## config.mk

```make
export PLATFORM = sky130hd
export DESIGN_NAME = cache_axi_bridge
export DESIGN_NICKNAME = d
export VERILOG_FILES = /design/src/rtl/cache_axi_bridge_pkg.sv /design/src/rtl/cache_axi_bridge_strb_gen.sv /design/src/rtl/cache_axi_bridge.sv
export SDC_FILE = /design/constraint.sdc
export NUM_CORES = 1
export LEC_CHECK = 0
export BUFFER_PORTS_ARGS = -buffer_cell sky130_fd_sc_hd__buf_4
export CORE_AREA = 2 2 148 150
export DETAILED_ROUTE_END_ITERATION = 12
export DIE_AREA = 0 0 150 152
export PLACE_DENSITY = 0.7
export SLEW_MARGIN = 20
export SYNTH_ARGS = -nofsm -noshare
export SYNTH_HDL_FRONTEND = slang
export SYNTH_SLANG_ARGS = --single-unit
```

## constraint.sdc

```tcl
create_clock -name clk -period 5 [get_ports clk]
set_clock_uncertainty 0.15 [all_clocks]
set_input_delay 1 -clock clk [delete_from_list [all_inputs] [get_ports clk]]
set_output_delay 1 -clock clk [all_outputs]
set_load 0.05 [all_outputs]
```

## src/rtl/cache_axi_bridge_pkg.sv

```systemverilog
`default_nettype none
// ============================================================================
// Module  : cache_axi_bridge_pkg
// Brief   : Shared FSM encodings and fixed AXI attributes for the cache bridge.
// Revision: 1.0
// ============================================================================
package cache_axi_bridge_pkg;

    typedef enum logic [2:0] {
        ST_IDLE    = 3'd0,
        ST_RD_ADDR = 3'd1,
        ST_RD_DATA = 3'd2,
        ST_WR      = 3'd3,
        ST_WR_RESP = 3'd4
    } state_t;

    typedef enum logic {
        OWN_INST = 1'b0,
        OWN_DATA = 1'b1
    } owner_t;

    localparam logic [7:0] c_AXI_LEN        = 8'd0;
    localparam logic [1:0] c_AXI_BURST_INCR = 2'b01;
    localparam logic [3:0] c_AXI_ID         = 4'd0;

    function automatic logic [2:0] axi_size(input logic [1:0] size);
        return {1'b0, size};
    endfunction

endpackage
`default_nettype wire

```

## src/rtl/cache_axi_bridge_strb_gen.sv

```systemverilog
`default_nettype none
// ============================================================================
// Module  : cache_axi_bridge_strb_gen
// Brief   : Byte-lane write strobe from transfer size and address offset.
// Revision: 1.0
// ============================================================================
module cache_axi_bridge_strb_gen (
    input  logic [1:0] i_size,
    input  logic [1:0] i_addr_lo,
    output logic [3:0] o_wstrb
);

    always_comb begin
        o_wstrb = 4'b1111;
        case (i_size)
            2'd0:    o_wstrb = 4'b0001 << i_addr_lo;
            2'd1:    o_wstrb = 4'b0011 << i_addr_lo;
            default: o_wstrb = 4'b1111;
        endcase
    end

endmodule
`default_nettype wire

```

## src/rtl/cache_axi_bridge.sv

```systemverilog
`default_nettype none
// ============================================================================
// Module  : cache_axi_bridge
// Brief   : Arbitrates inst/data cache ports onto a single-beat AXI master,
//           one transaction outstanding at a time.
// Revision: 1.0
// ============================================================================
module cache_axi_bridge
    import cache_axi_bridge_pkg::*;
#(
    parameter bit DATA_FIRST = 1'b1
) (
    input  logic        clk,
    input  logic        rst,

    input  logic        inst_req,
    input  logic        inst_wr,
    input  logic [1:0]  inst_size,
    input  logic [31:0] inst_addr,
    input  logic [31:0] inst_wdata,
    output logic [31:0] inst_rdata,
    output logic        inst_addr_ok,
    output logic        inst_data_ok,

    input  logic        data_req,
    input  logic        data_wr,
    input  logic [1:0]  data_size,
    input  logic [31:0] data_addr,
    input  logic [31:0] data_wdata,
    output logic [31:0] data_rdata,
    output logic        data_addr_ok,
    output logic        data_data_ok,

    output logic [3:0]  arid,
    output logic [31:0] araddr,
    output logic [7:0]  arlen,
    output logic [2:0]  arsize,
    output logic [1:0]  arburst,
    output logic        arvalid,
    input  logic        arready,

    input  logic [31:0] rdata,
    input  logic        rvalid,
    output logic        rready,

    output logic [3:0]  awid,
    output logic [31:0] awaddr,
    output logic [7:0]  awlen,
    output logic [2:0]  awsize,
    output logic [1:0]  awburst,
    output logic        awvalid,
    input  logic        awready,

    output logic [31:0] wdata,
    output logic [3:0]  wstrb,
    output logic        wvalid,
    output logic        wlast,
    input  logic        wready,

    input  logic        bvalid,
    output logic        bready
);

    state_t      r_state;
    owner_t      r_owner;
    logic [1:0]  r_size;
    logic [31:0] r_addr;
    logic [31:0] r_wdata;
    logic        r_arvalid;
    logic        r_rready;
    logic        r_awvalid;
    logic        r_wvalid;
    logic        r_bready;
    logic        r_aw_done;
    logic        r_w_done;
    logic        r_inst_data_ok;
    logic        r_data_data_ok;
    logic [31:0] r_inst_rdata;
    logic [31:0] r_data_rdata;

    logic        w_idle_free;
    logic        w_grant_inst;
    logic        w_grant_data;
    logic        w_grant;
    logic        w_req_wr;
    logic [1:0]  w_req_size;
    logic [31:0] w_req_addr;
    logic [31:0] w_req_wdata;
    logic        w_aw_fire;
    logic        w_w_fire;
    logic        w_aw_done_now;
    logic        w_w_done_now;

    // Grants are held off during the data_ok cycle so the next grant lands
    // on the cycle after data_ok, and never while reset is asserted.
    assign w_idle_free  = (r_state == ST_IDLE) && !r_inst_data_ok && !r_data_data_ok && !rst;
    assign w_grant_data = w_idle_free && data_req && (DATA_FIRST || !inst_req);
    assign w_grant_inst = w_idle_free && inst_req && (!DATA_FIRST || !data_req);
    assign w_grant      = w_grant_data || w_grant_inst;

    assign w_req_wr    = w_grant_data ? data_wr    : inst_wr;
    assign w_req_size  = w_grant_data ? data_size  : inst_size;
    assign w_req_addr  = w_grant_data ? data_addr  : inst_addr;
    assign w_req_wdata = w_grant_data ? data_wdata : inst_wdata;

    assign w_aw_fire     = r_awvalid && awready;
    assign w_w_fire      = r_wvalid && wready;
    assign w_aw_done_now = r_aw_done || w_aw_fire;
    assign w_w_done_now  = r_w_done || w_w_fire;

    always_ff @(posedge clk or posedge rst) begin
        if (rst) begin
            r_state        <= ST_IDLE;
            r_owner        <= OWN_INST;
            r_size         <= 2'd0;
            r_addr         <= 32'd0;
            r_wdata        <= 32'd0;
            r_arvalid      <= 1'b0;
            r_rready       <= 1'b0;
            r_awvalid      <= 1'b0;
            r_wvalid       <= 1'b0;
            r_bready       <= 1'b0;
            r_aw_done      <= 1'b0;
            r_w_done       <= 1'b0;
            r_inst_data_ok <= 1'b0;
            r_data_data_ok <= 1'b0;
            r_inst_rdata   <= 32'd0;
            r_data_rdata   <= 32'd0;
        end else begin
            r_inst_data_ok <= 1'b0;
            r_data_data_ok <= 1'b0;
            case (r_state)
                ST_IDLE: begin
                    if (w_grant) begin
                        r_owner <= w_grant_data ? OWN_DATA : OWN_INST;
                        r_size  <= w_req_size;
                        r_addr  <= w_req_addr;
                        r_wdata <= w_req_wdata;
                        if (w_req_wr) begin
                            r_awvalid <= 1'b1;
                            r_wvalid  <= 1'b1;
                            r_aw_done <= 1'b0;
                            r_w_done  <= 1'b0;
                            r_state   <= ST_WR;
                        end else begin
                            r_arvalid <= 1'b1;
                            r_state   <= ST_RD_ADDR;
                        end
                    end
                end
                ST_RD_ADDR: begin
                    if (r_arvalid && arready) begin
                        r_arvalid <= 1'b0;
                        r_rready  <= 1'b1;
                        r_state   <= ST_RD_DATA;
                    end
                end
                ST_RD_DATA: begin
                    if (rvalid) begin
                        r_rready <= 1'b0;
                        if (r_owner == OWN_DATA) begin
                            r_data_rdata   <= rdata;
                            r_data_data_ok <= 1'b1;
                        end else begin
                            r_inst_rdata   <= rdata;
                            r_inst_data_ok <= 1'b1;
                        end
                        r_state <= ST_IDLE;
                    end
                end
                ST_WR: begin
                    if (w_aw_fire) begin
                        r_awvalid <= 1'b0;
                        r_aw_done <= 1'b1;
                    end
                    if (w_w_fire) begin
                        r_wvalid <= 1'b0;
                        r_w_done <= 1'b1;
                    end
                    if (w_aw_done_now && w_w_done_now) begin
                        r_aw_done <= 1'b0;
                        r_w_done  <= 1'b0;
                        r_bready  <= 1'b1;
                        r_state   <= ST_WR_RESP;
                    end
                end
                ST_WR_RESP: begin
                    if (bvalid) begin
                        r_bready <= 1'b0;
                        if (r_owner == OWN_DATA) begin
                            r_data_data_ok <= 1'b1;
                        end else begin
                            r_inst_data_ok <= 1'b1;
                        end
                        r_state <= ST_IDLE;
                    end
                end
                default: r_state <= ST_IDLE;
            endcase
        end
    end

    cache_axi_bridge_strb_gen u_strb_gen (
        .i_size    (r_size),
        .i_addr_lo (r_addr[1:0]),
        .o_wstrb   (wstrb)
    );

    assign inst_addr_ok = w_grant_inst;
    assign data_addr_ok = w_grant_data;
    assign inst_data_ok = r_inst_data_ok;
    assign data_data_ok = r_data_data_ok;
    assign inst_rdata   = r_inst_rdata;
    assign data_rdata   = r_data_rdata;

    assign arid    = c_AXI_ID;
    assign araddr  = r_addr;
    assign arlen   = c_AXI_LEN;
    assign arsize  = axi_size(r_size);
    assign arburst = c_AXI_BURST_INCR;
    assign arvalid = r_arvalid;
    assign rready  = r_rready;

    assign awid    = c_AXI_ID;
    assign awaddr  = r_addr;
    assign awlen   = c_AXI_LEN;
    assign awsize  = axi_size(r_size);
    assign awburst = c_AXI_BURST_INCR;
    assign awvalid = r_awvalid;

    assign wdata   = r_wdata;
    assign wvalid  = r_wvalid;
    assign wlast   = r_wvalid;
    assign bready  = r_bready;

endmodule
`default_nettype wire

```

==> out/qor.yml <==
max_slew_margin_pct: 30.9
fmax_ghz: 0.319
drtPass1Iterations: 6
setup_viol: 0
p_seq_share_pct: 25.8
ctsRootBufferMaster: "clkbuf_16"
synthCells: 651
syn_avg_cell_area_um2: 10.2
p_int_mw: 3.92
synthDistinctLibCells: 41
cp_top_family: "simple AND/OR/NAND/NOR gates"
synth_area_leaders: "dfrtp_1, nand2_1, buf_4"
yosys.cell_count.top_type: "dfrtp_1"
htreeDepth: 4
hold_path_class: "reg -> reg"
crit_type: "in -> out"
outcome: "finished, final reports clean"
path_common_cell: "buf_4"
p_sw_mw: 4.45
io_pins: 383
cts_tree: "yes"
cp.buffers_inverters: 2
reg2regPathDepth: 5
r2r_start: "r_state[2]"
fp.coreArea_mm2: 0.0214
fin_nets: 1128
synth_edf_count: 0
start_kind: "input port"
cts_hold_buf: 0
ir_worst_vdd_uv: 392
dp_hpwl_mm: 14.0
synth_commonest_cells: "dfrtp_1, nand2_1, nor2_1, a31oi_1, buf_4"
cp.arrival_ns: 1.98
drive_above_1_share_pct: 44.9
antenna_found_initial: 0
clockBufferDepth: 2
cts.clk_slew.worst_paths_ns: 0.06
area_delta_synth_final_pct: 46.0
switching_share_pct: 53.2
clock_latency_ns: 0.41
setup_tns_ns: 0
grt_pass1_vias: 5399
nFillCells: 2025
post_cts_buffers: 0
rows: 54
synth.largest_area_cell: "dfrtp_1"
crit_start: "rst"
yosysSeqAreaShare_pct: 54.0
die_w_um: 150
critPathRequiredTime_ns: 3.85
async_flop_share_pct: 100
end_kind: "output pin"
portBuffers: 352
slowest_stage: "nor4_4"
synth_flop_cell: "dfrtp_1"
wirelength_mm: 19.0
p_total_mw: 8.37
max_stage_delay_ns: 0.37
maxCapViolCount: 0
power_frac_clock_pct: 14.7
rsz0062_at_grt: "false"
slew_violations: 0
cellLeakagePower_nw: 4.71
diodes: 0
grt_max_degree: 107
viasPerCell: 4.48
grt_usage_pct: 16.5
grt_pass1_wl_mm: 29.3
crit_chain: "buf_4 -> nor4_4 -> and4b_1 -> buf_4"
ant_nets: 0
place_congestion: 0.775
die_h_um: 152
hp-start: "inst_rdata[16]"
ys_seq_elements: 143
fp.dieArea_mm2: 0.0228
initial_utilization_pct: 31.1
ctsResizeCount: 0
fin_crit_sh_pct: 62.7
hold_viol: 0
wl_per_cell_um: 15.3
worstMarginPinSlew_ns: 1.04
vias: 5574
crit_cells: 4
min_period_ns: 3.13
numCtsBuffers: 17
hold-worst-slack_ns: 0.339
power_density_mw_per_mm2: 865
synth_top_area_share_pct: 54.0
min_path_cells: 1
syn_area_mm2: 0.00663
drc: 0
grt.overflow.total: 0
yosysWarnings: 0
worst-path-max-fanout: 6
power_frac_comb_pct: 59.5
cts.sinks: 143
drtIter0Drc: 240
area by class of cell:
cell class	count	area, µm²	area share (%)
Clock buffer	17	425	4.40
Clock inverter	14	144	1.49
Inverter	8	35.0	0.362
Multi-Input combinational cell	424	2440	25.2
Sequential cell	143	3580	37.0
Tap cell	280	350	3.62
Timing Repair Buffer	359	2710	28.0
power by group through the flow:
stage                     logic [mW]  clock network, mW  registers, mW
after floorplan                 1.84                  0           3.98
after global routing            5.22               1.33           2.24
after CTS                       5.03               1.28           2.17
after global placement          4.98                  0           2.17
after detailed placement        5.03                  0           2.19
final                           4.99               1.23           2.16
kinds of logic after synthesis:
logic type,share of synthesized area [%]
AOI/OAI and AO/OA,8.96
buffers and inverters,11.0
DFF,54.0
muxes,11.4
other,0.113
and+or+nand+nor,14.5
worst reg2reg max path, stage by stage, from the launching register on:
cell and delay [ns]:
dfrtp_1 0.52, nor4_4 0.56, o211a_4 0.71, buf_12 0.37, nor2_1 0.13, a31oi_1 0.14
registers in the layout (all words and copies together), names as in the netlist:
name          cells
r_w_done          1
rready            1
inst_rdata       32
data_data_ok      1
wlast             1
r_aw_done         1
r_owner           1
araddr           32
r_state           3
r_size            2
data_rdata       32
awvalid           1
wdata            32
arvalid           1
inst_data_ok      1
bready            1
stage by stage:
| stage | cells | area [µm²] | setup slack (ns) | utilization (%) |
|---|---|---|---|---|
| after CTS | 1245 | 9680 | 1.86 | 45.3 |
| after global routing | 1245 | 9680 | 1.78 | 45.3 |
| after detailed placement | 1214 | 9110 | 1.87 | 42.7 |
| final | 1245 | 9680 | 1.87 | 45.3 |
| after floorplan | 679 | 6740 | 0.0121 | - |
| after global placement | 1214 | 9110 | 1.87 | 42.7 |
per-layer routing:
| layer | global-route usage, % | up-vias | wire length, µm |
|---|---|---|---|
| met3 | 5.14 | 17 | 1690 |
| met2 | 27.9 | 267 | 9330 |
| met5 | 0 | - | 0 |
| li1 | - | 2705 | - |
| met4 | 4.40 | 0 | 246 |
| met1 | 20.4 | 2585 | 7780 |
path summary, 6_finish.rpt:
check                                 end  slack (ns)
max reg2reg                     wdata[20]        2.35
max in group asynchronous      araddr[13]        3.15
min in group asynchronous    inst_data_ok        0.68
min                        inst_rdata[16]        0.34
max                          inst_addr_ok        1.87
min reg2reg                inst_rdata[16]        0.34
layout by cell type, fill, tap and decap left out, drive strengths merged, types with 3 or more instances in the layout:
cell type	instances
a31oi	69
inv	16
nand2b	5
mux2	66
nand2	139
nand3	4
nor2	72
buf	359
o21ai	5
and2	3
clkbuf	17
a21oi	4
conb	30
clkinvlp	4
dfrtp	143
Note: power is estimated with default switching activity, not from simulation.
